**config.mk**
```make
export PLATFORM = sky130hd
export DESIGN_NAME = ex_mem_skid_reg
export DESIGN_NICKNAME = d
export VERILOG_FILES = /design/src/rtl/ex_mem_skid_reg.sv
export SDC_FILE = /design/constraint.sdc
export NUM_CORES = 1
export LEC_CHECK = 0
export BUFFER_PORTS_ARGS = -buffer_cell sky130_fd_sc_hd__buf_2
export CAP_MARGIN = 10
export CELL_PAD_IN_SITES_DETAIL_PLACEMENT = 1
export CELL_PAD_IN_SITES_GLOBAL_PLACEMENT = 2
export CORE_AREA = 2 2 163 165
export CTS_CLUSTER_DIAMETER = 80
export DETAILED_ROUTE_END_ITERATION = 10
export DIE_AREA = 0 0 165 167
export GPL_TIMING_DRIVEN = 0
export PLACE_DENSITY = 0.91
export SLEW_MARGIN = 20
export SYNTH_ARGS = -nofsm -noshare
export SYNTH_HDL_FRONTEND = slang
export SYNTH_SLANG_ARGS = --single-unit
```
**constraint.sdc**
```tcl
create_clock -name clk -period 17.4 [get_ports clk]
set_clock_uncertainty 0.2 [all_clocks]
set_input_delay 2.61 -clock clk [delete_from_list [all_inputs] [get_ports clk]]
set_output_delay 2.61 -clock clk [all_outputs]
set_load 0.01 [all_outputs]
```
**src/rtl/ex_mem_skid_reg.sv**
```systemverilog
// EX->MEM pipeline register with a two-entry skid buffer, synchronous flush
// and a saturating count of MEM back-pressure cycles.
module ex_mem_skid_reg #(
    parameter int DATA_W = 32,
    parameter int RD_W   = 5,
    parameter int CNT_W  = 16
) (
    input  logic              clk,
    input  logic              reset,
    input  logic              flush,
    input  logic              in_valid,
    output logic              in_ready,
    input  logic [DATA_W-1:0] ALUResult_i,
    input  logic [DATA_W-1:0] WriteData_i,
    input  logic [DATA_W-1:0] PCPlus4_i,
    input  logic              Zero_i,
    input  logic [RD_W-1:0]   Rd_i,
    input  logic              RegWrite_i,
    input  logic              MemWrite_i,
    input  logic [1:0]        ResultSrc_i,
    output logic              out_valid,
    input  logic              out_ready,
    output logic [DATA_W-1:0] ALUResult_o,
    output logic [DATA_W-1:0] WriteData_o,
    output logic [DATA_W-1:0] PCPlus4_o,
    output logic              Zero_o,
    output logic [RD_W-1:0]   Rd_o,
    output logic              RegWrite_o,
    output logic              MemWrite_o,
    output logic [1:0]        ResultSrc_o,
    output logic [CNT_W-1:0]  stall_cnt
);

    localparam int BUNDLE_W = 3 * DATA_W + RD_W + 5;

    typedef enum logic [1:0] {
        EMPTY = 2'd0,
        BUSY  = 2'd1,
        FULL  = 2'd2
    } state_t;

    state_t              r_state;
    state_t              w_nextState;
    logic [BUNDLE_W-1:0] r_main;
    logic [BUNDLE_W-1:0] r_skid;
    logic [CNT_W-1:0]    r_stallCnt;
    logic [BUNDLE_W-1:0] w_inBundle;
    logic                w_acc;
    logic                w_pop;
    logic                w_loadMainFromIn;
    logic                w_loadMainFromSkid;
    logic                w_loadSkid;

    assign w_inBundle = {ALUResult_i, WriteData_i, PCPlus4_i, Zero_i,
                         Rd_i, RegWrite_i, MemWrite_i, ResultSrc_i};

    assign {ALUResult_o, WriteData_o, PCPlus4_o, Zero_o,
            Rd_o, RegWrite_o, MemWrite_o, ResultSrc_o} = r_main;

    // in_ready is a pure decode of the state register, so it never depends on out_ready
    assign out_valid = (r_state != EMPTY);
    assign in_ready  = (r_state != FULL);
    assign w_acc     = in_valid & in_ready;
    assign w_pop     = out_valid & out_ready;
    assign stall_cnt = r_stallCnt;

    always_ff @(posedge clk or posedge reset) begin
        if (reset) begin
            r_state <= EMPTY;
        end else begin
            r_state <= w_nextState;
        end
    end

    always_comb begin
        w_nextState        = r_state;
        w_loadMainFromIn   = 1'b0;
        w_loadMainFromSkid = 1'b0;
        w_loadSkid         = 1'b0;
        case (r_state)
            EMPTY: begin
                if (w_acc) begin
                    w_loadMainFromIn = 1'b1;
                    w_nextState      = BUSY;
                end
            end
            BUSY: begin
                if (w_acc && w_pop) begin
                    w_loadMainFromIn = 1'b1;
                end else if (w_acc) begin
                    w_loadSkid  = 1'b1;
                    w_nextState = FULL;
                end else if (w_pop) begin
                    w_nextState = EMPTY;
                end
            end
            FULL: begin
                if (w_pop) begin
                    w_loadMainFromSkid = 1'b1;
                    w_nextState        = BUSY;
                end
            end
            default: w_nextState = EMPTY;
        endcase
        // Flush only clears validity; the data registers keep their stale contents
        if (flush) begin
            w_nextState        = EMPTY;
            w_loadMainFromIn   = 1'b0;
            w_loadMainFromSkid = 1'b0;
            w_loadSkid         = 1'b0;
        end
    end

    always_ff @(posedge clk or posedge reset) begin
        if (reset) begin
            r_main <= '0;
            r_skid <= '0;
        end else begin
            if (w_loadMainFromIn) begin
                r_main <= w_inBundle;
            end else if (w_loadMainFromSkid) begin
                r_main <= r_skid;
            end
            if (w_loadSkid) begin
                r_skid <= w_inBundle;
            end
        end
    end

    always_ff @(posedge clk or posedge reset) begin
        if (reset) begin
            r_stallCnt <= '0;
        end else if (out_valid && !out_ready && (r_stallCnt != '1)) begin
            r_stallCnt <= r_stallCnt + CNT_W'(1);
        end
    end

endmodule

```
== Yosys cells after proc, flatten, opt, wreduce, memory -nomap -nowiden ==
Cells that the tools add are included.

* Register bits: 230
* Logic and storage cells: 42

* $add $sub $neg: 1
* Equality and inequality tests: 8
* Mux-type cells: 19
* Bitwise logic cells: 2
* Reduce and logical (&&, ||, !) cells: 8

{| class="wikitable"
|+ Operators by type and width
! kind !! count
|-
| $mux W106 || 2
|-
| $add A16 B1 Y16 const B || 1
|-
| $ne A16 B16 Y1 const B || 1
|-
| $mux W2 || 6
|-
| $mux W1 || 9
|-
| $ne A3 B3 Y1 const B || 3
|-
| $pmux W2 S3 || 1
|-
| $ne A4 B4 Y1 const B || 1
|-
| $reduce_and A4 Y1 || 1
|-
| $reduce_bool A2 Y1 || 2
|-
| $logic_and A1 B1 Y1 || 3
|-
| $and A1 B1 Y1 || 2
|-
| $eq A2 B1 Y1 const B || 1
|-
| $eq A2 B2 Y1 const B || 1
|-
| $logic_not A2 Y1 || 1
|-
| $ne A2 B2 Y1 const B || 1
|-
| $pmux W1 S2 || 1
|-
| $logic_not A1 Y1 || 1
|}

== Depth between registers and ports, before layout ==
* Word-level depth: 7
* Mapped depth: 7
* Depth with buffers taken out: 5

== Worst setup path before layout ==
No wires, ideal clock.

* Kind: in2reg
* From: input in_valid
* To: register r_skid[89]
* Setup time: 0.125 ns
* Arrival: 3.717 ns
* Path slack: 13.358 ns
* Stages on the path: 7
* Buffers on the path: 3
* Cells stage by stage: nor2b_1 and2b_1 nand2b_1 buf_2 buf_6 buf_4 mux2_2

* Cells in the longest elaborated chain, start to end: 5

{| class="wikitable"
|+ RTL lines
! element !! line !! source
|-
| start, declared || 11 || <nowiki>input logic in_valid,</nowiki>
|-
| $and A1 B1 Y1 * || 63 || <nowiki>assign w_acc = in_valid & in_ready;</nowiki>
|-
| $mux W1 or $logic_and A1 B1 Y1 (tied branches) || 90, 88 ||
|-
| $mux W1 * || 88 || <nowiki>if (w_acc && w_pop) begin</nowiki>
|-
| $mux W1 * || 80 || <nowiki>case (r_state)</nowiki>
|-
| $mux W1 * || 106 || <nowiki>if (flush) begin</nowiki>
|-
| end signal, assigned || 125 || <nowiki>r_skid <= w_inBundle;</nowiki>
|-
| end, declared || 45 || <nowiki>logic [BUNDLE_W-1:0] r_skid;</nowiki>
|}

Every way passes the cells marked *; elsewhere a longest branch is shown, timed or not.
A chain may end at the register's enable or synchronous reset.

== Worst setup path in the final report ==
* From: register r_state[0]
* To: output out_valid

* Cells in the longest elaborated chain, start to end: 1

{| class="wikitable"
|+ RTL lines
! element !! line !! source
|-
| start, declared || 42 || <nowiki>state_t r_state;</nowiki>
|-
| start signal, assigned || 71 || <nowiki>r_state <= w_nextState;</nowiki>
|-
| $reduce_bool A2 Y1 || 61 || <nowiki>assign out_valid = (r_state != EMPTY);</nowiki>
|-
| end, declared || 21 || <nowiki>output logic out_valid,</nowiki>
|}

Every way passes these cells.

==> reports/metrics.yaml <==
synth:
  ys_warn_count: 0
  ys_seq_elements: 230
  yosysSeqAreaShare_pct: 59.3
  synth-adder-area-share_pct: 0.129
  synth_edf_count: 0
  yosysTopAreaCell: "dfrtp_1"
  synth_cells: 770
  yosysMostFrequentCell: "dfrtp_1"
  avgSynthCellArea_sq_um: 12.6
  synth_area_leaders: "dfrtp_1, mux2_2, mux2i_1"
  synth_top_family_by_area: "multiplexers"
  dominantRegCellSynth: "dfrtp_1"
  synth-simple-area-share_pct: 6.69
  syn-num-nets: 882
  yosysUniqueCellTypes: 33
  synth-compound-area-share_pct: 6.33
  synth_mux_area_share_pct: 23.4
  synth_top_cell_area_share_pct: 59.3
  synth_xor_area_share_pct: 1.08
  synth-async-reset-ratio_pct: 100
  synth.cell_area_sq_um: 9710
  synthTopCellsByCount: "dfrtp_1, nor2_1, a21oi_1"
power:
  total_power_mw: 1.53
  p_int_mw: 1.12
  p_leak_nw: 5.42
  switching_share_pct: 26.9
  irDropWorstVdd_mv: 0.0785
  clkPwrFrac_pct: 34.8
  power_frac_comb_pct: 17.9
  power.density_nw_per_um2: 125
  power.switching_uw: 412
  seqPwrFrac_pct: 47.3
placed_design:
  io_buffers: 234
  gp_congestion: 0.735
  postPlaceCellArea_sq_um: 11400
  hpwl_microns: 17500
clock_network:
  cts_root_buf: "clkbuf_16"
  cts_made_buffers: 26
  holdBufCountCts: 0
  post_cts_resized: 0
  cts_buffer_depth: 3
  clk_pin_slew_ns: 0.06
  cts_setup_buffers: 0
  cts_tree: "done"
  clk_latency_ns: 0.52
  htreeDepth: 1
  cts.sinks: 230
routing:
  initialDrtViolationCount: 391
  drt_wl_total_microns: 25300
  dr_wl_met2_microns: 12100
  via_per_inst: 4.98
  top_layer: "met5"
  met3_length_microns: 1790
  postRouteAntennaNets: 0
  routedWlPerCell_microns: 18.2
  drt_first_pass_iters: 4
  met1_length_microns: 11000
  route.detailed.drc: 0
  num_vias: 6916
timing:
  slew-limit-headroom_pct: 61.7
  fin_crit_sh_pct: 24.5
  tns_ns: 0
  max_freq_mhz: 235
  rsz0062_at_grt: "no"
  slew_viol_final: 0
  min_period_ns: 4.26
  setup_viol: 0
  worst_pin_slew_ns: 0.574
  finalHoldViolCount: 0
setup_path:
  slowest_stage: "dfrtp_1"
  worst-path-max-fanout: 6
  critPathKind: "reg -> out"
  startpoint_type: "flop"
  path_cells: "nor2_1 > inv_1 > buf_2"
  arrival_ns: 1.45
  r2r_cells: 7
  path_buf_inv: 2
  crit_path_end_kind: "primary output"
  crit_cells: 3
  critPathMaxStageDelay_ns: 0.44
  critPathRequiredTime_ns: 14.59
  crit_family: "flip-flops"
finish:
  fin_area_sq_um: 12200
  area_growth_pct: 25.8
  fillCellCount: 2816
  drive_gt1_share_pct: 39.2
  nets: 1146
  final_core_util_pct: 47.4
die:
  fp.dieH_microns: 167
  fp.dieArea_sq_um: 27600
  start_util_pct: 37.7
  boundaryPins: 235
  rows: 59
  die_w_microns: 165
  core_area_sq_um: 25800
min_path:
  worstHoldPathType: "reg -> reg"
  hold_path_depth: 1
global_routing:
  grt_max_degree: 96
  grt-ovfl-total: 0
  grt_pass1_wl_microns: 40700
  antenna_found_initial: 4
  gr-usage-all-layers_pct: 18.4
  grt_pass1_vias: 7512
outcome:
  status: "finished clean"
job:
  maxCapViolations: 0
==> registers in the layout (all words and copies together), names as in the netlist <==
signal / cells
r_main: 106
r_skid: 106
r_state: 2
stall_cnt: 16
==> worst register-to-register path: cells and delay by family (launching register included) <==
| family | cells | cell delay (ns) |
|---|---|---|
| AOI/OAI and AO/OA | 1 | 0.15 |
| buffers and inverters | 2 | 0.86 |
| DFF | 1 | 0.43 |
| and+or+nand+nor | 4 | 0.60 |
==> through the flow <==
step | cells | hold slack [ns] | worst slack (ns)
2_1_floorplan | 770 | 0.264 | 8.29
3_3_place_gp | 1339 | 0.276 | 5.43
3_5_place_dp | 1341 | 0.285 | 12.71
4_1_cts | 1388 | 0.297 | 13.12
5_1_grt | 1389 | 0.313 | 13.06
6_report | 1390 | 0.296 | 13.14
==> cells by family (layout without fill, tap and decap cells) <==
kind of cell / Yosys count / in the layout
compound gates: 115 / 115
xor+xnor: 12 / 12
fa+ha+maj: 1 / 1
buf+inv: 49 / 332
flops: 230 / 230
mux: 214 / 214
other cells: 0 / 2
simple gates: 149 / 149
==> area by class of cell <==
class / count / area [sq um] / share of cell area (%)
inverters: 2 / 15.0 / 0.123
clock inverters: 3 / 15.0 / 0.123
diodes: 2 / 5.00 / 0.0410
well taps: 335 / 419 / 3.43
multi-input cells: 491 / 3660 / 30.0
flip-flops and latches: 230 / 5760 / 47.1
plain buffers: 47 / 290 / 2.38
clock buffers: 44 / 830 / 6.79
repair buffers: 236 / 1230 / 10.0
==> layout by cell type, fill, tap and decap left out, drive strengths merged <==
| master | instances |
|---|---|
| inv | 2 |
| xnor2 | 10 |
| mux2 | 108 |
| and2b | 1 |
| clkbuf | 57 |
| o21a | 1 |
| and3 | 3 |
| dfrtp | 230 |
| xor2 | 2 |
| a21oi | 109 |
| and4 | 5 |
| mux2i | 106 |
| o21ba | 1 |
| o22a | 1 |
| diode | 2 |
| a211oi | 1 |
| nor2 | 111 |
| nand3 | 6 |
| nor2b | 1 |
| buf | 270 |
| and2 | 2 |
| nor3b | 1 |
| nand2b | 3 |
| nand2 | 10 |
| nand4 | 6 |
| a311oi | 2 |
| ha | 1 |
| clkinv | 3 |
==> path summary, 6_finish.rpt <==
path                            startpoint         end  slack [ns]
worst max-delay path            r_state[0]   out_valid       13.14
worst min-delay path            r_skid[96]  r_skid[96]        0.30
worst max register to register  r_state[1]  r_main[64]       15.08
worst min register to register  r_skid[96]  r_skid[96]        0.30
max in group asynchronous            reset  r_skid[78]       14.25
min in group asynchronous            reset  r_skid[25]        1.93
==> power groups by stage <==
stage          registers (mW)  clock network [mW]  logic, mW
2_1_floorplan           0.743                   0      0.146
3_3_place_gp            0.727                   0      0.265
5_1_grt                 0.739               0.572      0.304
3_5_place_dp            0.733                   0      0.278
4_1_cts                 0.725               0.550      0.279
6_report                0.725               0.532      0.273
==> per-layer routing <==
metal  global-route usage (%)  up-vias
li1                         -     3215
met1                     24.0     3482
met2                     30.3      177
met3                     5.16       38
met4                     4.27        4
met5                        0        -
Power figures use the tool's default switching activity.
